--- src/rtl/smult_pkg.sv ---
// Shared types for the FP16 scalar-vector multiplier writeback path.
// Beat helpers slice a buffered result into register-file writes.
package smult_pkg;

  localparam int VEC_W   = 256;
  localparam int LANE_W  = 16;
  localparam int LANES   = 16;
  localparam int BEAT_W  = 64;
  localparam int BEATS   = VEC_W / BEAT_W;
  localparam int ADDR_W  = 8;
  localparam int BEAT_IW = $clog2(BEATS);

  typedef logic [BEAT_IW-1:0] beat_idx_t;

  localparam beat_idx_t LAST_BEAT = beat_idx_t'(BEATS - 1);

  typedef struct packed {
    logic [VEC_W-1:0]  product;
    logic              V;
    logic [ADDR_W-1:0] dest_base;
  } wb_entry_t;

  typedef enum logic {
    IDLE = 1'b0,
    SEND = 1'b1
  } drain_state_e;

  function automatic logic [BEAT_W-1:0] beat_data(
    input wb_entry_t e,
    input beat_idx_t k
  );
    return e.product[k*BEAT_W +: BEAT_W];
  endfunction

  function automatic logic [ADDR_W-1:0] beat_addr(
    input wb_entry_t e,
    input beat_idx_t k
  );
    return e.dest_base + ADDR_W'(k);
  endfunction

endpackage

--- src/rtl/smult_wb_serializer_if.sv ---
// Multiplier-result capture side plus register-file write port.
// slave = serializer view, master = producer/consumer view.
interface smult_wb_serializer_if;
  import smult_pkg::*;

  logic [LANES*LANE_W-1:0] product;
  logic                    V;
  logic                    done;
  logic [ADDR_W-1:0]       dest_base;
  logic                    full;
  logic                    drop_err;
  logic                    wr_valid;
  logic                    wr_ready;
  logic [ADDR_W-1:0]       wr_addr;
  logic [BEAT_W-1:0]       wr_data;
  logic                    wr_last;
  logic                    wr_ovf;
  logic                    ovf_sticky;

  modport slave (
    input  product, V, done, dest_base, wr_ready,
    output full, drop_err, wr_valid, wr_addr,
    output wr_data, wr_last, wr_ovf, ovf_sticky
  );

  modport master (
    output product, V, done, dest_base, wr_ready,
    input  full, drop_err, wr_valid, wr_addr,
    input  wr_data, wr_last, wr_ovf, ovf_sticky
  );

endinterface

--- src/rtl/smult_wb_fifo.sv ---
// Circular result buffer; head stays put until its last beat pops.
// o_next exposes head+1 so back-to-back drains need no bubble.
module smult_wb_fifo
  import smult_pkg::*;
#(
  parameter int DEPTH = 2
) (
  input  logic                   i_clk,
  input  logic                   i_rst,
  input  logic                   i_push,
  input  logic                   i_pop,
  input  wb_entry_t              i_data,
  output wb_entry_t              o_head,
  output wb_entry_t              o_next,
  output logic                   o_full,
  output logic                   o_empty,
  output logic [$clog2(DEPTH):0] o_count
);

  localparam int PW = $clog2(DEPTH);

  wb_entry_t       r_mem [DEPTH];
  logic [PW-1:0]   r_head;
  logic [PW-1:0]   r_tail;
  logic [PW:0]     r_count;

  assign o_head  = r_mem[r_head];
  assign o_next  = r_mem[r_head + PW'(1)];
  assign o_full  = (r_count == (PW+1)'(DEPTH));
  assign o_empty = (r_count == '0);
  assign o_count = r_count;

  always_ff @(posedge i_clk) begin
    if (i_push) begin
      r_mem[r_tail] <= i_data;
    end
  end

  always_ff @(posedge i_clk or posedge i_rst) begin
    if (i_rst) begin
      r_head  <= '0;
      r_tail  <= '0;
      r_count <= '0;
    end else begin
      if (i_push) begin
        r_tail <= r_tail + PW'(1);
      end
      if (i_pop) begin
        r_head <= r_head + PW'(1);
      end
      unique case ({i_push, i_pop})
        2'b10:   r_count <= r_count + (PW+1)'(1);
        2'b01:   r_count <= r_count - (PW+1)'(1);
        default: r_count <= r_count;
      endcase
    end
  end

endmodule

--- src/rtl/smult_wb_serializer.sv ---
// Writeback serializer: buffers multiplier results, drains 64-bit beats.
// Define SMULT_WB_OVF_STICKY_EN to keep a sticky overflow flag.
module smult_wb_serializer
  import smult_pkg::*;
#(
  parameter int DEPTH = 2
) (
  input logic                 Clk,
  input logic                 Rst,
  smult_wb_serializer_if.slave bus
);

  localparam int CW = $clog2(DEPTH) + 1;

  drain_state_e      r_state;
  logic              r_done_q;
  beat_idx_t         r_beat;
  logic              r_full;
  logic              r_drop_err;
  logic              r_wr_valid;
  logic [ADDR_W-1:0] r_wr_addr;
  logic [BEAT_W-1:0] r_wr_data;
  logic              r_wr_last;
  logic              r_wr_ovf;

  wb_entry_t         w_cap_entry;
  wb_entry_t         w_head;
  wb_entry_t         w_next;
  logic [CW-1:0]     w_count;
  logic              w_fifo_full;
  logic              w_empty;
  logic              w_cap;
  logic              w_pop;
  logic              w_push;
  beat_idx_t         w_nbeat;

  assign w_cap   = bus.done & ~r_done_q;
  assign w_pop   = r_wr_valid & bus.wr_ready & r_wr_last;
  // a full buffer still takes a capture when its head leaves this edge
  assign w_push  = w_cap & (~w_fifo_full | w_pop);
  assign w_nbeat = r_beat + 1'b1;

  assign w_cap_entry.product   = bus.product;
  assign w_cap_entry.V         = bus.V;
  assign w_cap_entry.dest_base = bus.dest_base;

  smult_wb_fifo #(
    .DEPTH (DEPTH)
  ) u_fifo (
    .i_clk   (Clk),
    .i_rst   (Rst),
    .i_push  (w_push),
    .i_pop   (w_pop),
    .i_data  (w_cap_entry),
    .o_head  (w_head),
    .o_next  (w_next),
    .o_full  (w_fifo_full),
    .o_empty (w_empty),
    .o_count (w_count)
  );

  always_ff @(posedge Clk or posedge Rst) begin
    if (Rst) begin
      r_state    <= IDLE;
      r_done_q   <= 1'b0;
      r_beat     <= '0;
      r_full     <= 1'b0;
      r_drop_err <= 1'b0;
      r_wr_valid <= 1'b0;
      r_wr_addr  <= '0;
      r_wr_data  <= '0;
      r_wr_last  <= 1'b0;
      r_wr_ovf   <= 1'b0;
    end else begin
      r_done_q   <= bus.done;
      r_full     <= w_fifo_full;
      r_drop_err <= w_cap & w_fifo_full & ~w_pop;
      unique case (r_state)
        IDLE: begin
          if (!w_empty) begin
            r_state    <= SEND;
            r_beat     <= '0;
            r_wr_valid <= 1'b1;
            r_wr_addr  <= beat_addr(w_head, '0);
            r_wr_data  <= beat_data(w_head, '0);
            r_wr_last  <= 1'b0;
            r_wr_ovf   <= w_head.V;
          end
        end
        SEND: begin
          if (bus.wr_ready) begin
            if (r_wr_last) begin
              if (w_count > CW'(1)) begin
                r_beat    <= '0;
                r_wr_addr <= beat_addr(w_next, '0);
                r_wr_data <= beat_data(w_next, '0);
                r_wr_last <= 1'b0;
                r_wr_ovf  <= w_next.V;
              end else begin
                r_state    <= IDLE;
                r_wr_valid <= 1'b0;
                r_wr_last  <= 1'b0;
              end
            end else begin
              r_beat    <= w_nbeat;
              r_wr_addr <= beat_addr(w_head, w_nbeat);
              r_wr_data <= beat_data(w_head, w_nbeat);
              r_wr_last <= (w_nbeat == LAST_BEAT);
            end
          end
        end
        default: r_state <= IDLE;
      endcase
    end
  end

`ifdef SMULT_WB_OVF_STICKY_EN
  logic r_ovf_sticky;

  always_ff @(posedge Clk or posedge Rst) begin
    if (Rst) begin
      r_ovf_sticky <= 1'b0;
    end else if (w_pop && r_wr_ovf) begin
      r_ovf_sticky <= 1'b1;
    end
  end

  assign bus.ovf_sticky = r_ovf_sticky;
`else
  assign bus.ovf_sticky = 1'b0;
`endif

  assign bus.full     = r_full;
  assign bus.drop_err = r_drop_err;
  assign bus.wr_valid = r_wr_valid;
  assign bus.wr_addr  = r_wr_addr;
  assign bus.wr_data  = r_wr_data;
  assign bus.wr_last  = r_wr_last;
  assign bus.wr_ovf   = r_wr_ovf;

endmodule

--- src/flat_wrapper.sv ---
// flat-port wrapper written by rule: the top's interface ports become plain ports
module smult_wb_serializer_flat import smult_pkg::*;
#(
  parameter int DEPTH = 2
)
  (Clk, Rst, bus_product, bus_V, bus_done, bus_dest_base, bus_wr_ready, bus_full, bus_drop_err, bus_wr_valid, bus_wr_addr, bus_wr_data, bus_wr_last, bus_wr_ovf, bus_ovf_sticky);
  smult_wb_serializer_if bus_i ();
  input logic Clk;
  input logic Rst;
  input wire logic [$bits(bus_i.product)-1:0] bus_product;
  input wire logic [$bits(bus_i.V)-1:0] bus_V;
  input wire logic [$bits(bus_i.done)-1:0] bus_done;
  input wire logic [$bits(bus_i.dest_base)-1:0] bus_dest_base;
  input wire logic [$bits(bus_i.wr_ready)-1:0] bus_wr_ready;
  output wire logic [$bits(bus_i.full)-1:0] bus_full;
  output wire logic [$bits(bus_i.drop_err)-1:0] bus_drop_err;
  output wire logic [$bits(bus_i.wr_valid)-1:0] bus_wr_valid;
  output wire logic [$bits(bus_i.wr_addr)-1:0] bus_wr_addr;
  output wire logic [$bits(bus_i.wr_data)-1:0] bus_wr_data;
  output wire logic [$bits(bus_i.wr_last)-1:0] bus_wr_last;
  output wire logic [$bits(bus_i.wr_ovf)-1:0] bus_wr_ovf;
  output wire logic [$bits(bus_i.ovf_sticky)-1:0] bus_ovf_sticky;
  assign bus_i.product = bus_product;
  assign bus_i.V = bus_V;
  assign bus_i.done = bus_done;
  assign bus_i.dest_base = bus_dest_base;
  assign bus_i.wr_ready = bus_wr_ready;
  assign bus_full = bus_i.full;
  assign bus_drop_err = bus_i.drop_err;
  assign bus_wr_valid = bus_i.wr_valid;
  assign bus_wr_addr = bus_i.wr_addr;
  assign bus_wr_data = bus_i.wr_data;
  assign bus_wr_last = bus_i.wr_last;
  assign bus_wr_ovf = bus_i.wr_ovf;
  assign bus_ovf_sticky = bus_i.ovf_sticky;
  smult_wb_serializer #(.DEPTH(DEPTH)) u_core (.Clk(Clk), .Rst(Rst), .bus(bus_i));
endmodule
--- config.mk ---
export PLATFORM = sky130hd
export DESIGN_NAME = smult_wb_serializer_flat
export DESIGN_NICKNAME = d
export VERILOG_FILES = /design/src/rtl/smult_pkg.sv /design/src/rtl/smult_wb_serializer_if.sv /design/src/rtl/smult_wb_fifo.sv /design/src/rtl/smult_wb_serializer.sv /design/src/flat_wrapper.sv
export SDC_FILE = /design/constraint.sdc
export NUM_CORES = 1
export LEC_CHECK = 0
export CAP_MARGIN = 20
export CORE_UTILIZATION = 50
export CTS_CLUSTER_SIZE = 8
export DETAILED_ROUTE_END_ITERATION = 8
export GPL_TIMING_DRIVEN = 0
export PLACE_DENSITY_LB_ADDON = 0.1
export SLEW_MARGIN = 5
export SYNTH_ARGS = -nofsm -noshare
export SYNTH_HDL_FRONTEND = slang
export SYNTH_HIERARCHICAL = 1
export SYNTH_SLANG_ARGS = --single-unit
export TNS_END_PERCENT = 50
--- constraint.sdc ---
create_clock -name Clk -period 33.9 [get_ports Clk]
set_input_delay 6.78 -clock Clk [delete_from_list [all_inputs] [get_ports Clk]]
set_output_delay 6.78 -clock Clk [all_outputs]
set_load 0.01 [all_outputs]
==> results.txt <==
The final antenna-violating net count is 0. For this run, the total global-route usage over all layers was measured as 0.2481. Among cell families on the critical path, the largest total delay comes from buffers and inverters.

The clock transition time at the flip-flop clock pins of the worst setup and hold paths came out at 0.05 ns. The CTS H-tree depth came out at 3. Setup repair after global routing left no endpoint under its margin. Between clock sinks in the finished design, the worst skew comes to 0.01263 ns.

At the end of the flow, the number of nets in the layout was 2,201. In this run the core area contains 83 standard-cell rows. The first routing iteration left 1,038 violations. Setup total negative slack on the finished layout was measured at 0 ns.

The count of clock tree sinks came out at 615. The total routed wirelength came out at 65.82 mm. The clock network fraction of design power came out at 0.268. The number of inserted filler cells in the final layout came out at 3,701. The via count of the first global-routing pass came out at 16,050. At the end of routability-driven placement, the weighted congestion stood at 0.7743.

The critical path is of the in2reg type. The maximum number of pins on one net before global-route repair is 52. The total power is 2.925 mW. The post-synthesis instance area came out at 26,370 µm².

The total number of vias came out at 15,130. The number of vias per cell after detailed routing came out at 5.648. The number of violations of the max-capacitance limit is 0. The count of boundary I/O pins came out at 347. The overflow left after global routing is 0.

For the worst-skew pair, the clock arrives at the later sink with an insertion delay of 0.62 ns. The initial antenna violation count came out at 11. The number of detailed-route iterations in the first pass came out at 5. The cell-internal power is 2.007 mW.

The number of cells upsized or downsized after cts is 0. The number of buffers created by CTS came out at 86. The maximum vdd drop came out at 44.24 µV. The post-CTS setup repair buffer count came out at 0. The worst setup path is launched from a primary input.

The die height came out at 231.7 µm. The number of buffers added to fix hold violations after cts came out at 0. The portion of the clock cycle consumed by the worst path in the final layout came out at 0.2640. The required arrival time at the worst endpoint is 34.20 ns.

The net count after synthesis is 1,750. The flow ran to the end, and the final reports show no timing, DRC or antenna violations. In the synthesized netlist, the number of instances is 1,476. The wire length of the first global-routing pass is 97.61 mm.

The number of hold-slack violations in the final timing report was 0. The time the final worst path needs with I/O delays and setup came out at 8.950 ns. In the final routed layout, each cell accounts on average for 24.57 µm.

In this run the power spent charging and discharging nets is 918.0 µW. The count of synthesis-stage warnings from yosys is 6. STA classifies the critical path endpoint as a flip-flop.

The share of total power in sequential cells is 0.351. The standard cell core area came out at 51,720 µm². The slew at the pin closest to its max-slew limit is 0.8634 ns. The initial utilization of the core area, before any placement, comes to 0.5099.

By instance count, the cell type seen most on the critical path is buf_12. The largest buffer count on any clock path is 3. Setup violations remaining at the end of the flow were counted as 0. On the critical path, the stage with the largest delay is an instance of nor2_4.

The maximum cell stage delay along the critical path is 0.59 ns. Of the total power, the share spent switching nets is 0.3138. The tree is rooted in a clkbuf_16. The critical-path maximum fanout is 25. At the end of the flow the core is filled with cells to 0.6493. Of the cells placed in the final design, the portion with a size suffix greater than 1 is 0.2962. The die footprint is 53,670 µm². The area growth from synthesis to layout is 27.33%.

The mean area per synthesized cell is 17.87 µm². Dividing total power by cell area gives a power density of 87.12 nW/µm². The placed wire-length estimate after detailed placement came out at 44.02 mm.

The min-delay analysis places its worst path in the category reg2reg. For this run, design rule violations remaining after detail routing come to 0. The buffer and inverter count on the worst path is 5. The die boundary width came out at 231.7 µm. The highest attainable clock frequency is 0.1117 GHz. The number of max-slew violations in the final report came out at 0. The total of buffers placed on input and output ports is 345. The worst-case headroom to the max-slew limit came out at 0.4244.

TritonCTS built the clock tree. The static power due to leakage is 11.33 nW. The critical path goes through clkdlybuf4s50_1 > nand3_1 > a21oi_1 > inv_1 > nor2_4 > buf_12 > buf_12 > buf_12.

The part of the power in combinational logic is 0.381. Data arrives at the worst endpoint at 9.25 ns.
-- area by class of cell --
| cell class | instances | area, µm² | share of cell area |
|---|---|---|---|
| multi-input cells | 760 | 7597 | 0.2262 |
| clock buffers | 151 | 2417 | 0.07199 |
| inverters | 7 | 28.78 | 0.0008570 |
| plain buffers | 94 | 715.7 | 0.02131 |
| repair buffers | 363 | 3874 | 0.1154 |
| diodes | 4 | 10.01 | 0.0002981 |
| flip-flops and latches | 615 | 18040 | 0.5373 |
| clock inverters | 5 | 43.79 | 0.001304 |
| well taps | 680 | 850.8 | 0.02534 |
-- placed cells by master, fill, tap and decap left out, types with 3 or more instances in the layout --
master	n
mux2_2	339
diode_2	4
buf_12	10
o221ai_1	3
inv_6	5
nand2_1	18
inv_1	6
clkbuf_16	87
ha_1	4
mux4_2	64
buf_4	5
a21oi_1	73
xnor2_1	3
mux2i_1	68
nor2b_1	5
or3_1	65
dfrtp_1	85
buf_16	8
nor2_1	12
o21ai_0	72
o31ai_1	3
buf_2	23
xor2_1	3
nand3_1	4
buf_6	42
edfxtp_1	530
clkbuf_1	88
clkdlybuf4s50_1	345
-- power groups by stage --
stage                     clock network, mW  logic [mW]  registers (mW)
after floorplan                           0       0.704            1.07
after global placement                    0        1.09            1.09
after detailed placement                  0        1.12            1.04
after CTS                             0.803        1.13            1.03
after global routing                  0.834        1.19            1.04
final                                 0.784        1.12            1.03
-- state kept, by name, summed over array words and instances (netlist names), 2 cells and up --
signal,cells
u_core/u_fifo/r_mem,530
u_core/bus.wr_data,64
u_core/bus.wr_addr,8
u_core/r_beat,2
u_core/u_fifo/o_count,2
-- metrics by stage --
stage | cells | hold WS, ns | setup WS [ns] | area (µm²)
5_1_grt | 2677 | 0.5206 | 24.82 | 33570
4_1_cts | 2675 | 0.4809 | 24.97 | 33570
3_5_place_dp | 2519 | 0.4694 | 24.33 | 31110
2_1_floorplan | 1476 | 0.4555 | 14.82 | 26370
3_3_place_gp | 2501 | 0.4634 | 6.829 | 30680
6_report | 2679 | 0.4781 | 24.95 | 33580
-- worst reg2reg max path, cell delays in order, from the launching register on --
cell and delay (ns):
dfrtp_1 0.34, buf_2 0.30, buf_2 0.32, buf_2 0.37, nand3_1 0.21, a21oi_1 0.30, inv_1 0.14, nor2_4 0.59
buf_12 0.29, buf_12 0.23, buf_12 0.22
-- path summary, 6_finish.rpt --
path                       slack, ns  cells after the start             startpoint                          end
min in group asynchronous       6.47                      2                    Rst     u_core/u_fifo/o_count[0]
min                             0.48                      2  u_core/bus.wr_addr[2]        u_core/bus.wr_addr[2]
max in group asynchronous      26.54                      3                    Rst       u_core/bus.wr_data[21]
max reg2reg                    30.27                     10     u_core/bus.wr_last  u_core/u_fifo/r_mem[0][129]
max                            24.95                      8           bus_wr_ready  u_core/u_fifo/r_mem[0][129]
min reg2reg                     0.48                      2  u_core/bus.wr_addr[2]        u_core/bus.wr_addr[2]
-- per-layer routing --
metal	global-route usage	part of all wire	vias to the layer above
met5	0	0.0017	-
met4	0.08429	0.024	16
met3	0.05807	0.066	127
met2	0.4138	0.50	490
met1	0.3192	0.41	7711
li1	-	-	6788
Power figures use the tool's default switching activity.
